--- src/rtl/sha2_msg_sched_eddsa.sv ---
// SHA-2 message schedule: streams in a 16-word block and emits W_0..W_{ROUNDS-1} through a one-deep output register.
// Optional abort input enabled by defining SHA2_SCHED_ABORT_EN.
module sha2_msg_sched_eddsa #(
  parameter int WIDTH = 32,
  parameter int MODE  = 256
) (
  input  logic             clk,
  input  logic             rst_n,
  input  logic             start,
`ifdef SHA2_SCHED_ABORT_EN
  input  logic             abort,
`endif
  input  logic             m_valid,
  output logic             m_ready,
  input  logic [WIDTH-1:0] m_data,
  output logic             w_valid,
  input  logic             w_ready,
  output logic [WIDTH-1:0] w_out,
  output logic [6:0]       w_idx,
  output logic             w_last,
  output logic             busy
);

  localparam int ROUNDS = (MODE == 384 || MODE == 512) ? 80 : 64;
  localparam logic [6:0] LAST_IDX = 7'(ROUNDS - 1);

  typedef enum logic [1:0] {ST_IDLE, ST_LOAD, ST_EXPAND} state_e;

  state_e           state_q, state_d;
  logic [6:0]       t_q, t_d;
  logic [WIDTH-1:0] buf_q [16];
  logic             w_valid_q, w_valid_d;
  logic             w_last_q, w_last_d;
  logic [WIDTH-1:0] w_out_q, w_out_d;
  logic [6:0]       w_idx_q, w_idx_d;

  logic             slot_free;
  logic             abort_s;
  logic             shift_en;
  logic [WIDTH-1:0] shift_word;
  logic [WIDTH-1:0] s0, s1, w_new;

`ifdef SHA2_SCHED_ABORT_EN
  assign abort_s = abort;
`else
  assign abort_s = 1'b0;
`endif

  function automatic logic [WIDTH-1:0] rotr(input logic [WIDTH-1:0] x, input int unsigned n);
    return (x >> n) | (x << (WIDTH - n));
  endfunction

  // buf_q[15] holds W_{t-1}, buf_q[0] holds W_{t-16}
  if (MODE == 384 || MODE == 512) begin : g_sig512
    assign s0 = rotr(buf_q[1], 1) ^ rotr(buf_q[1], 8) ^ (buf_q[1] >> 7);
    assign s1 = rotr(buf_q[14], 19) ^ rotr(buf_q[14], 61) ^ (buf_q[14] >> 6);
  end else begin : g_sig256
    assign s0 = rotr(buf_q[1], 7) ^ rotr(buf_q[1], 18) ^ (buf_q[1] >> 3);
    assign s1 = rotr(buf_q[14], 17) ^ rotr(buf_q[14], 19) ^ (buf_q[14] >> 10);
  end

  assign w_new     = s1 + buf_q[9] + s0 + buf_q[0];
  assign slot_free = !w_valid_q || w_ready;

  always_comb begin
    state_d    = state_q;
    t_d        = t_q;
    w_valid_d  = w_valid_q;
    w_last_d   = w_last_q;
    w_out_d    = w_out_q;
    w_idx_d    = w_idx_q;
    shift_en   = 1'b0;
    shift_word = w_new;
    m_ready    = 1'b0;

    case (state_q)
      ST_IDLE: begin
        if (start && !abort_s) begin
          state_d = ST_LOAD;
          t_d     = '0;
        end
      end
      ST_LOAD: begin
        m_ready = slot_free && (t_q < 7'd16) && !abort_s;
        if (m_ready && m_valid) begin
          w_out_d    = m_data;
          w_idx_d    = t_q;
          w_valid_d  = 1'b1;
          w_last_d   = 1'b0;
          shift_en   = 1'b1;
          shift_word = m_data;
          t_d        = t_q + 7'd1;
          if (t_q == 7'd15) state_d = ST_EXPAND;
        end else if (slot_free) begin
          w_valid_d = 1'b0;
        end
      end
      ST_EXPAND: begin
        if (w_valid_q && w_ready && w_last_q) begin
          state_d   = ST_IDLE;
          w_valid_d = 1'b0;
          w_last_d  = 1'b0;
        end else if (slot_free && (t_q <= LAST_IDX)) begin
          w_out_d   = w_new;
          w_idx_d   = t_q;
          w_valid_d = 1'b1;
          w_last_d  = (t_q == LAST_IDX);
          shift_en  = 1'b1;
          t_d       = t_q + 7'd1;
        end
      end
      default: state_d = ST_IDLE;
    endcase

    // abort wins over any handshake resolved above in the same cycle
    if (abort_s && (state_q != ST_IDLE)) begin
      state_d   = ST_IDLE;
      t_d       = '0;
      w_valid_d = 1'b0;
      w_last_d  = 1'b0;
      shift_en  = 1'b0;
    end
  end

  always_ff @(posedge clk or negedge rst_n) begin
    if (!rst_n) begin
      state_q   <= ST_IDLE;
      t_q       <= '0;
      w_valid_q <= 1'b0;
      w_last_q  <= 1'b0;
      w_out_q   <= '0;
      w_idx_q   <= '0;
    end else begin
      state_q   <= state_d;
      t_q       <= t_d;
      w_valid_q <= w_valid_d;
      w_last_q  <= w_last_d;
      w_out_q   <= w_out_d;
      w_idx_q   <= w_idx_d;
    end
  end

  always_ff @(posedge clk or negedge rst_n) begin
    if (!rst_n) begin
      for (int unsigned i = 0; i < 16; i++) buf_q[i] <= '0;
    end else if (shift_en) begin
      for (int unsigned i = 0; i < 15; i++) buf_q[i] <= buf_q[i+1];
      buf_q[15] <= shift_word;
    end
  end

  assign w_valid = w_valid_q;
  assign w_last  = w_last_q;
  assign w_out   = w_out_q;
  assign w_idx   = w_idx_q;
  assign busy    = (state_q != ST_IDLE);

endmodule

--- config.mk ---
export PLATFORM = sky130hd
export DESIGN_NAME = sha2_msg_sched_eddsa
export DESIGN_NICKNAME = d
export VERILOG_FILES = /design/src/rtl/sha2_msg_sched_eddsa.sv
export SDC_FILE = /design/constraint.sdc
export NUM_CORES = 1
export LEC_CHECK = 0
export BUFFER_PORTS_ARGS = -buffer_cell sky130_fd_sc_hd__buf_2
export CAP_MARGIN = 10
export CORE_ASPECT_RATIO = 1.2
export CORE_MARGIN = 2
export CORE_UTILIZATION = 40
export DETAILED_ROUTE_END_ITERATION = 10
export PLACE_DENSITY = 0.61
export RECOVER_POWER = 25
export SLEW_MARGIN = 20
export SYNTH_ARGS = -nofsm -noshare
export SYNTH_HDL_FRONTEND = slang
export SYNTH_SLANG_ARGS = --single-unit
--- constraint.sdc ---
create_clock -name clk -period 11.65 [get_ports clk]
set_clock_uncertainty 0.1 [all_clocks]
set_input_delay 0 -clock clk [delete_from_list [all_inputs] [get_ports clk]]
set_output_delay 0 -clock clk [all_outputs]
set_load 0.01 [all_outputs]
==> flow_metrics.tcl, run 1 <==
set metrics [dict create \
    sequentialPowerShare_pct 49.8 \
    area_delta_synth_final_pct 11.36 \
    synth_edf_count 0 \
    synth_cells 3012 \
    routed_wirelength_mm 62.68 \
    worstReg2RegStart "buf_q[466]" \
    num_vias 19100 \
    worstSetupPathType "in2async" \
    grtUsageTotal_pct 18.81 \
    p_comb_share_pct 1.7 \
    worst_case_vdd_ir_drop_v 0.0001101 \
    hold_path_startpoint "m_valid" \
    p_leak_nw 15.85 \
    timing.critical_path.required_ns 11.18 \
    yosysMostFrequentCell "nand2_1" \
    stdcell_area_um2 29680 \
    worstSetupStartpoint "rst_n" \
    numPortBuffers 79 \
    routabilityCongestion 0.9196 \
    grt_overflow_total 0 \
    max_cap_viol_count 5 \
    crit_arrival_ns 5.76 \
    hold_path.class "in2reg" \
    vias_per_cell 4.832 \
    timing.fmax_mhz 160.5 \
    io_pins 80 \
    cts_max_path_buffers 3 \
    final_net_count 3153 \
    status "finished with violations" \
    first_global_vias 18893 \
    synthesis.yosys.warnings 0 \
    number_of_filler_instances_in_the_final_layout 6487 \
    final_total_negative_setup_slack_ns 0 \
    yosysTopAreaCellShare_pct 52.77 \
    whs_ns 0.04689 \
    setup_viol 0 \
    core_area_um2 65850 \
    ant_nets 0 \
    cts_tree "built" \
    drv_slew 303 \
    max_slew.worst_pin.slew_ns 4.605 \
    dr.first_iter.drc_count 1427 \
    violations "capacitance limit, slew limit" \
    setup.worst_path.end_class "async pin" \
    power_density_nw_per_um2 132.3 \
    wire_length_of_the_first_global_routing_pass_mm 103.4 \
    worstPathMaxFanout 88 \
    placedInstanceArea_um2 27430 \
    grt_max_degree 235 \
    antenna-diode-count 0 \
    cts_inserted_buffers 55 \
    clk_root_buffer_cell "clkbuf_16" \
    sequential_cell_area_um2 14060 \
    synth-seq-cells 562 \
    seq_area_frac_synth_pct 52.77 \
    synth_fp_nets 3148 \
    grt_antenna_before_repair 0 \
    insertion_delay_of_the_later_clocked_pin_in_the_worst_skew_pair_ns 0.62 \
    yosysUniqueCellTypes 72 \
    synth_top_flop_cell "dfrtp_1" \
    syn-mean-instance-area_um2 8.847 \
    detailedRoute.firstPassIterationCount 7 \
    clk_pin_slew_worst_paths_ns 0.07 \
    avgRoutedWirePerCell_um 15.86 \
    post_synth_instance_area_um2 26650 \
    fin_crit_sh_pct 53.48 \
    die-height_um 286.7 \
    floorplan.die_area_um2 68710 \
    h_tree_level_count 2 \
    post_synth_main_area_contributors "dfrtp_1 53%, nand2_1 19%, fa_1 4.7%" \
    critical_path.startpoint_type "input pin" \
    final_layout_size_suffix_gt1_share_pct 5.194 \
    hold_viol_final 0 \
    power.total_mw 3.925 \
    internal_power_mw 3.089 \
    sinks_on_the_clock_net 562 \
    synthDominantAreaCellType "dfrtp_1" \
    worst_slew_margin_pct -207.0 \
    netSwitchingFraction_pct 21.30 \
    post-dp-hpwl_mm 42.02 \
    net-switching-power_uw 836.0 \
    clkPwrFrac_pct 48.5 \
    final_period_minus_worst_setup_slack_ns 6.231 \
    ys_top_cells_by_count "1381 x nand2_1, 562 x dfrtp_1, 133 x inv_1" \
    std_cell_rows 103 \
    die_width_um 239.6 \
    grt_setup_unrepaired "no" \
    floorplan.initialDensity_pct 40.47 \
    multi_input_comb_area_um2 11180 \
    postSynth.asyncResetShare_pct 100.0 \
    drc 0 \
]
[routing by layer]
metal	share of wire (%)	GRT usage (%)
met1	46	26.14
met2	48	30.62
met3	3.6	2.434
met4	3.0	6.016
met5	0	0
[placed cells by master (no fill, tap or decap), types with 5 or more instances in the layout]
master	Yosys	layout
a211oi_1	8	8
buf_2	29	36
o221ai_1	5	5
o22ai_1	9	9
mux2i_1	14	14
and2_1	6	6
nand4_1	9	9
bufinv_16	0	7
nor3_1	12	12
a21oi_1	82	82
nor2_1	60	60
nand3_1	27	27
fa_1	62	62
xnor2_1	78	78
o31ai_1	6	6
inv_1	133	133
dlygate4sd3_1	0	39
o211ai_1	13	13
nand2b_1	5	5
clkinv_2	1	7
a21o_1	8	8
clkbuf_8	0	14
and3_1	14	14
xor2_1	64	64
nand2_1	1381	1381
o21a_1	8	7
buf_4	44	10
clkbuf_16	0	55
ha_1	37	37
dfrtp_1	562	562
clkbuf_1	110	57
a31oi_1	17	17
nor2b_1	5	5
o21ai_0	132	132
[path summary, 6_finish.rpt]
kind	endpoint	slack [ns]	cells after the start
worst max-delay path	buf_q[395]	5.42	4
worst min-delay path	w_last	0.05	6
worst max register to register	w_out[28]	6.83	12
worst min register to register	buf_q[352]	0.36	2
max in group clk	w_out[28]	6.83	12
min in group asynchronous	buf_q[356]	0.89	3
[kinds of logic after synthesis]
family,count (synthesis),share of synthesized area (%)
and+or+nand+nor,1544,22.71
DFF,562,52.77
AOI/OAI and AO/OA,329,7.522
buffers and inverters,321,5.367
xor gates and xnor gates,142,4.667
adders and majority gates,99,6.395
muxes,15,0.5681
[area by class of cell]
type / count / area share, %
clock inverters: 22 / 1.096
multi-input cells: 2129 / 37.67
flip-flops and latches: 562 / 47.39
inverters: 134 / 1.699
repair buffers: 135 / 2.972
clock buffers: 79 / 5.414
well taps: 892 / 3.761
[through the flow]
| step | util (%) | worst slack (ns) | instances |
|---|---|---|---|
| finish | 45.06 | 5.420 | 3953 |
| global route | 45.06 | 4.104 | 3953 |
| CTS | 45.21 | 6.888 | 3953 |
| detailed placement | 41.64 | 6.911 | 3812 |
| global placement | 41.64 | 6.912 | 3812 |
| floorplan | - | 7.648 | 3012 |
[state kept, by name, indices dropped and copies added (netlist names)]
signal / count
w_out: 32
w_idx: 7
w_last: 1
t_q: 7
w_valid: 1
state_q: 2
buf_q: 512
[what timing repair did]
item	in CTS	in global routing
resized for setup	0	0
setup buffers	0	0
hold buffers	40	0
endpoints found under the hold margin	187	0
[critical path: stages]
cell and delay (ns):
dlygate4sd3_1 0.52, dlygate4sd3_1 0.54, clkbuf_1 1.32, clkbuf_1 3.30
[power by group through the flow]
stage                     combinational, mW  sequential [mW]  clock (mW)
after floorplan                     0.00453             1.99           0
after global placement               0.0606             1.99           0
after detailed placement             0.0603             1.99           0
after CTS                            0.0713             1.96        1.94
after global routing                 0.0762             1.95        2.02
final                                0.0654             1.96        1.90
Note: power is estimated with default switching activity, not from simulation.
==> run 2: changes to the inputs <==
- ABC_AREA: not set -> 1
- PLACE_DENSITY: 0.61 -> 0.63
- clock period: 11.65 -> 5.1 ns (I/O delays scaled with it)
==> flow_metrics.tcl, run 2 <==
set metrics [dict create \
    avgRoutedWirePerCell_um 15.50 \
    floorplan.initialDensity_pct 40.56 \
    postSynth.asyncResetShare_pct 100.0 \
    synth_cells 3325 \
    cp_cell_sequence "xnor2_1, xor2_1, fa_1, fa_1, inv_1, ha_1, inv_1, fa_1, inv_1, nand3_1, nand3_1, nand2_1, nand3_1, nand2_1, nand3_1, nand3_1, nand3_1, nand2_1" \
    final_layout_size_suffix_gt1_share_pct 6.067 \
    core_area_um2 67270 \
    worstReg2RegStart "buf_q[456]" \
    critical_path.startpoint_type "flip-flop" \
    io_pins 80 \
    worstSetupPathType "reg2reg" \
    worst_slew_margin_pct -149.2 \
    post_synth_instance_area_um2 27290 \
    timing.critical_path.required_ns 5.51 \
    grtUsageTotal_pct 19.17 \
    max_slew.worst_pin.slew_ns 3.738 \
    fin_crit_sh_pct 80.67 \
    yosysUniqueCellTypes 30 \
    hold_viol_final 0 \
    grt_max_degree 192 \
    ant_nets 0 \
    cts_inserted_buffers 56 \
    dr.first_iter.drc_count 1434 \
    max_cap_viol_count 5 \
    setup_viol 0 \
    layout_commonest_cell "nand2_1" \
    grt_setup_unrepaired "no" \
    ys_top_cells_by_count "1552 x nand2_1, 562 x dfrtp_1, 316 x inv_1" \
    std_cell_rows 104 \
    insertion_delay_of_the_later_clocked_pin_in_the_worst_skew_pair_ns 0.63 \
    sinks_on_the_clock_net 562 \
    syn-mean-instance-area_um2 8.206 \
    synthesis.yosys.warnings 0 \
    whs_ns 0.1126 \
    placedInstanceArea_um2 28110 \
    final_total_negative_setup_slack_ns 0 \
    final_net_count 3473 \
    grt_antenna_before_repair 1 \
    first_global_vias 19702 \
    synth_top_flop_cell "dfrtp_1" \
    hold_path.class "in2async" \
    setup.worst_path.end_class "flip-flop" \
    worst_path_largest_cell_delay_ns 0.49 \
    final_core_utilization_pct 45.02 \
    stdcell_area_um2 30290 \
    area_delta_synth_final_pct 11.00 \
    status "finished with violations" \
    clk_pin_slew_worst_paths_ns 0.06 \
    h_tree_level_count 2 \
    register_containing_the_most_flip_flops_in_the_final_layout "buf_q" \
    num_vias 20091 \
    worstPathMaxFanout 5 \
    synth_edf_count 0 \
    violations "capacitance limit, slew limit" \
    yosysMostFrequentCell "nand2_1" \
    drc 0 \
    synth_fp_nets 3461 \
    crit_arrival_ns 4.53 \
    timing.fmax_mhz 243.0 \
    drv_slew 508 \
    seq_area_frac_synth_pct 51.54 \
    die_width_um 242.4 \
    antenna-diode-count 0 \
    post_synth_main_area_contributors "dfrtp_1 52%, nand2_1 21%, fa_1 4.5%" \
    cts_tree "built" \
    vias_per_cell 4.694 \
    clk_root_buffer_cell "clkbuf_16" \
    die-height_um 290.1 \
    ff2ff_setup_slack_ns 0.99 \
    routed_wirelength_mm 66.34 \
    cts_max_path_buffers 3 \
    detailedRoute.firstPassIterationCount 5 \
    reg_to_reg_end "w_out[21]" \
    routabilityCongestion 0.9650 \
    synth-seq-cells 562 \
    final_period_minus_worst_setup_slack_ns 4.114 \
    floorplan.die_area_um2 70330 \
    wire_length_of_the_first_global_routing_pass_mm 108.2 \
    critPathMostFrequentCell "nand3_1" \
    timing.critical_path.slowest_stage_cell "fa_1" \
    worst_r2r_path_depth 18 \
    grt_overflow_total 0 \
    post-dp-hpwl_mm 45.58 \
    largest_reg_flops 512 \
    numPortBuffers 79 \
    layout_common_cells "1551 x nand2_1, 562 x dfrtp_1, 316 x inv_1" \
    synthDominantAreaCellType "dfrtp_1" \
    yosysTopAreaCellShare_pct 51.54 \
]
-- run 2: cell types whose count changed in the layout (fill, tap and decap cells not counted), sizes merged, moves of 35 or more --
| cell | change |
|---|---|
| buf | +49 |
| o21ai | +77 |
| inv | +185 |
| nand2 | +173 |
| a21oi | -35 |
| clkbuf | -44 |
| nor2 | +57 |
| nand3 | +39 |
-- run 2: layout make-up --
cell class | count | area, um^2
tap | 901 | 1127
inverter | 319 | 1205
clock buffer | 78 | 1605
timing repair buffer | 140 | 1060
multi-input combinational | 2258 | 10990
sequential | 562 | 14060
fill | 6619 | 36990
clock inverter | 22 | 240.2
-- run 2: cell families after synthesis --
logic type                 count (synthesis)  share of synthesized area (%)
and+or+nand+nor                         1765                          24.86
DFF                                      562                          51.54
buffers and inverters                    505                          8.258
AOI/OAI and AO/OA                        263                          4.888
adders and majority gates                 99                          6.245
xor gates and xnor gates                 131                          4.205
-- run 2: worst max-delay path by stage --
stage	slack, ns	depth (start not counted)	end	from
after floorplan	1.62	21	buf_q[17]	buf_q[456]
after global placement	1.07	18	w_out[21]	buf_q[456]
after detailed placement	1.07	18	w_out[21]	buf_q[456]
after CTS	1.06	18	w_out[21]	buf_q[456]
after global routing	0.53	3	buf_q[332]	rst_n
final	0.99	18	w_out[21]	buf_q[456]
-- run 2: layer usage --
metal  GRT usage, %  wire (um)  up-vias  share of wire (%)
li1               -          -    10035                  -
met1          25.60      29240     9486                 44
met2          31.22      31140      434                 47
met3          2.969       3170      134                4.8
met4          7.874       2781        2                4.2
met5              0         11        -              0.017
-- run 2: timing repair --
action / CTS / global route
buffers inserted: 0 / 0
hold endpoints to repair: 381 / 0
hold buffers: 38 / 0
resized for setup: 0 / 0
-- run 2: critical path: cells and delay by family, from the launching register on --
| kind | cells | cell delay (ns) |
|---|---|---|
| adders and majority gates | 4 | 1.61 |
| DFF | 1 | 0.48 |
| buffers and inverters | 3 | 0.28 |
| xor gates and xnor gates | 2 | 0.54 |
| and+or+nand+nor | 9 | 0.99 |
-- run 2: stage by stage --
step / cells / worst slack (ns)
2_1_floorplan: 3325 / 1.616
3_3_place_gp: 4142 / 1.073
6_report: 4280 / 0.9856
4_1_cts: 4280 / 1.064
5_1_grt: 4280 / 0.5295
3_5_place_dp: 4142 / 1.069
Power of run 2 is not shown: default switching activity piles up to over one toggle a cycle in this logic, so the estimate is an artifact.
==> run 3: changes to the inputs <==
- ABC_AREA: 1 -> 0
- clock period: 5.1 -> 3.4 ns (I/O delays scaled with it)
==> flow_metrics.tcl, run 3 (same netlist as run 1, synthesis figures left out) <==
set metrics [dict create \
    final_total_negative_setup_slack_ns -25.98 \
    routed_wirelength_mm 67.54 \
    timing.fmax_mhz 245.6 \
    final_core_utilization_pct 50.17 \
    detailedRoute.firstPassIterationCount 5 \
    violations "capacitance limit, slew limit, setup timing" \
    core_area_um2 65850 \
    worst_case_vdd_ir_drop_v 0.0003527 \
    worst_r2r_path_depth 15 \
    die_width_um 239.6 \
    grt_setup_unrepaired "yes" \
    layout_commonest_cell "nand2_1" \
    fin_crit_sh_pct 119.7 \
    pre_cts_ws_ns -0.7892 \
    numPortBuffers 79 \
    timing.critical_path.required_ns 3.78 \
    floorplan.initialDensity_pct 40.47 \
    worstSetupPathType "reg2reg" \
    max_slew.worst_pin.slew_ns 3.095 \
    critical_path.startpoint_type "flip-flop" \
    ff2ff_setup_slack_ns -0.67 \
    crit_arrival_ns 4.45 \
    dr.first_iter.drc_count 1259 \
    reg_to_reg_end "w_out[30]" \
    netSwitchingFraction_pct 21.04 \
    h_tree_level_count 2 \
    grt_overflow_total 0 \
    post_layout_nonfiller_instances 4221 \
    num_vias 20303 \
    final_period_minus_worst_setup_slack_ns 4.071 \
    grt_max_degree 189 \
    die-height_um 286.7 \
    routabilityCongestion 0.9203 \
    clk_root_buffer_cell "clkbuf_16" \
    worst_slew_margin_pct -106.4 \
    p_leak_nw 17.67 \
    worstPathMaxFanout 5 \
    cts_tree "built" \
    sequentialPowerShare_pct 51.0 \
    hold_path_startpoint "m_valid" \
    grtUsageTotal_pct 20.13 \
    drc 0 \
    post-dp-hpwl_mm 46.43 \
    std_cell_rows 103 \
    max_cap_viol_count 1 \
    setup_viol 56 \
    number_of_filler_instances_in_the_final_layout 6066 \
    register_containing_the_most_flip_flops_in_the_final_layout "buf_q" \
    cts_inserted_buffers 53 \
    final_net_count 3422 \
    antenna-diode-count 0 \
    clk_pin_slew_worst_paths_ns 0.07 \
    insertion_delay_of_the_later_clocked_pin_in_the_worst_skew_pair_ns 0.60 \
    cts_max_path_buffers 3 \
    sinks_on_the_clock_net 562 \
    worstReg2RegStart "buf_q[467]" \
    internal_power_mw 10.37 \
    worst_slack_ns -0.6712 \
    multi_input_comb_area_um2 12310 \
    floorplan.die_area_um2 68710 \
    clkPwrFrac_pct 47.1 \
    sequential_cell_area_um2 14070 \
    hold_path_depth 5 \
    wire_length_of_the_first_global_routing_pass_mm 110.1 \
    setup.worst_path.end_class "flip-flop" \
    power.total_mw 13.13 \
    p_comb_share_pct 1.8 \
    area_delta_synth_final_pct 23.97 \
    hold-path-endpoint "state_q[1]" \
    grt_antenna_before_repair 0 \
    placed_cell_count 4053 \
    ant_nets 0 \
    hold_viol_final 0 \
    drv_slew 112 \
    layout_common_cells "1373 x nand2_1, 553 x dfrtp_1, 242 x buf_4" \
    hold_path.class "in2reg" \
    avgRoutedWirePerCell_um 16.00 \
    vias_per_cell 4.810 \
    net-switching-power_mw 2.762 \
    final_layout_size_suffix_gt1_share_pct 18.77 \
    io_pins 80 \
    largest_reg_flops 512 \
    status "finished with violations" \
    power_density_nw_per_um2 397.5 \
    first_global_vias 20313 \
]
## run 3: how the worst max path moves through the flow
stage               slack, ns  depth (start not counted)   endpoint  startpoint
CTS                     -0.64                         16  w_out[29]  buf_q[456]
global placement        -0.75                         16  buf_q[21]  buf_q[456]
global route            -0.81                         17  w_out[21]  buf_q[467]
finish                  -0.67                         15  w_out[30]  buf_q[467]
floorplan               -0.35                         16  w_out[25]  buf_q[456]
detailed placement      -0.79                         16  buf_q[21]  buf_q[456]
## run 3: routing by layer
layer / vias up / part of all wire [%] / global-route usage, %
li1: 9984 / - / -
met1: 9822 / 44 / 27.08
met2: 362 / 48 / 33.15
met3: 135 / 3.6 / 2.847
met4: 0 / 3.8 / 7.438
met5: - / 0 / 0
## run 3: metrics by stage
stage	hold WS [ns]	area [um^2]
6_report	0.04418	33040
5_1_grt	0.09425	33040
4_1_cts	0.01196	32690
3_5_place_dp	0.07755	29610
3_3_place_gp	0.09053	29610
2_1_floorplan	-0.3956	26840
## run 3: power groups by stage
stage	clock, mW	combinational (mW)	sequential, mW
after global routing	6.59	0.280	6.70
after floorplan	0	0.0156	6.83
final	6.19	0.241	6.70
after global placement	0	0.233	6.82
after detailed placement	0	0.233	6.82
after CTS	6.33	0.264	6.70
## run 3: timing repair
| action | in CTS | in global routing |
|---|---|---|
| hold buffers | 35 | 0 |
| endpoints found under the setup margin | 59 | 58 |
| pin swaps | 129 | 102 |
| resized for setup | 132 | 68 |
| hold endpoints to repair | 192 | 0 |
| buffers inserted | 27 | 14 |
## run 3: layout make-up
| class | instances | share of cell area [%] |
|---|---|---|
| tap | 892 | 3.378 |
| inverter | 134 | 1.526 |
| multi-input combinational | 2129 | 37.26 |
| timing repair buffer | 406 | 9.733 |
| clock buffer | 76 | 4.643 |
| sequential | 562 | 42.60 |
| clock inverter | 22 | 0.8559 |
## run 3: worst max-delay path, cell delays in order (launching register included)
cell	delay (ns)
dfrtp_1	0.43
xor2_2	0.21
xnor2_2	0.22
fa_1	0.47
fa_1	0.57
inv_2	0.05
ha_4	0.15
buf_4	0.13
buf_6	0.10
a21o_1	0.17
a21oi_4	0.22
o41ai_4	0.10
o21bai_4	0.34
a31o_4	0.26
a211oi_4	0.08
a221o_1	0.35
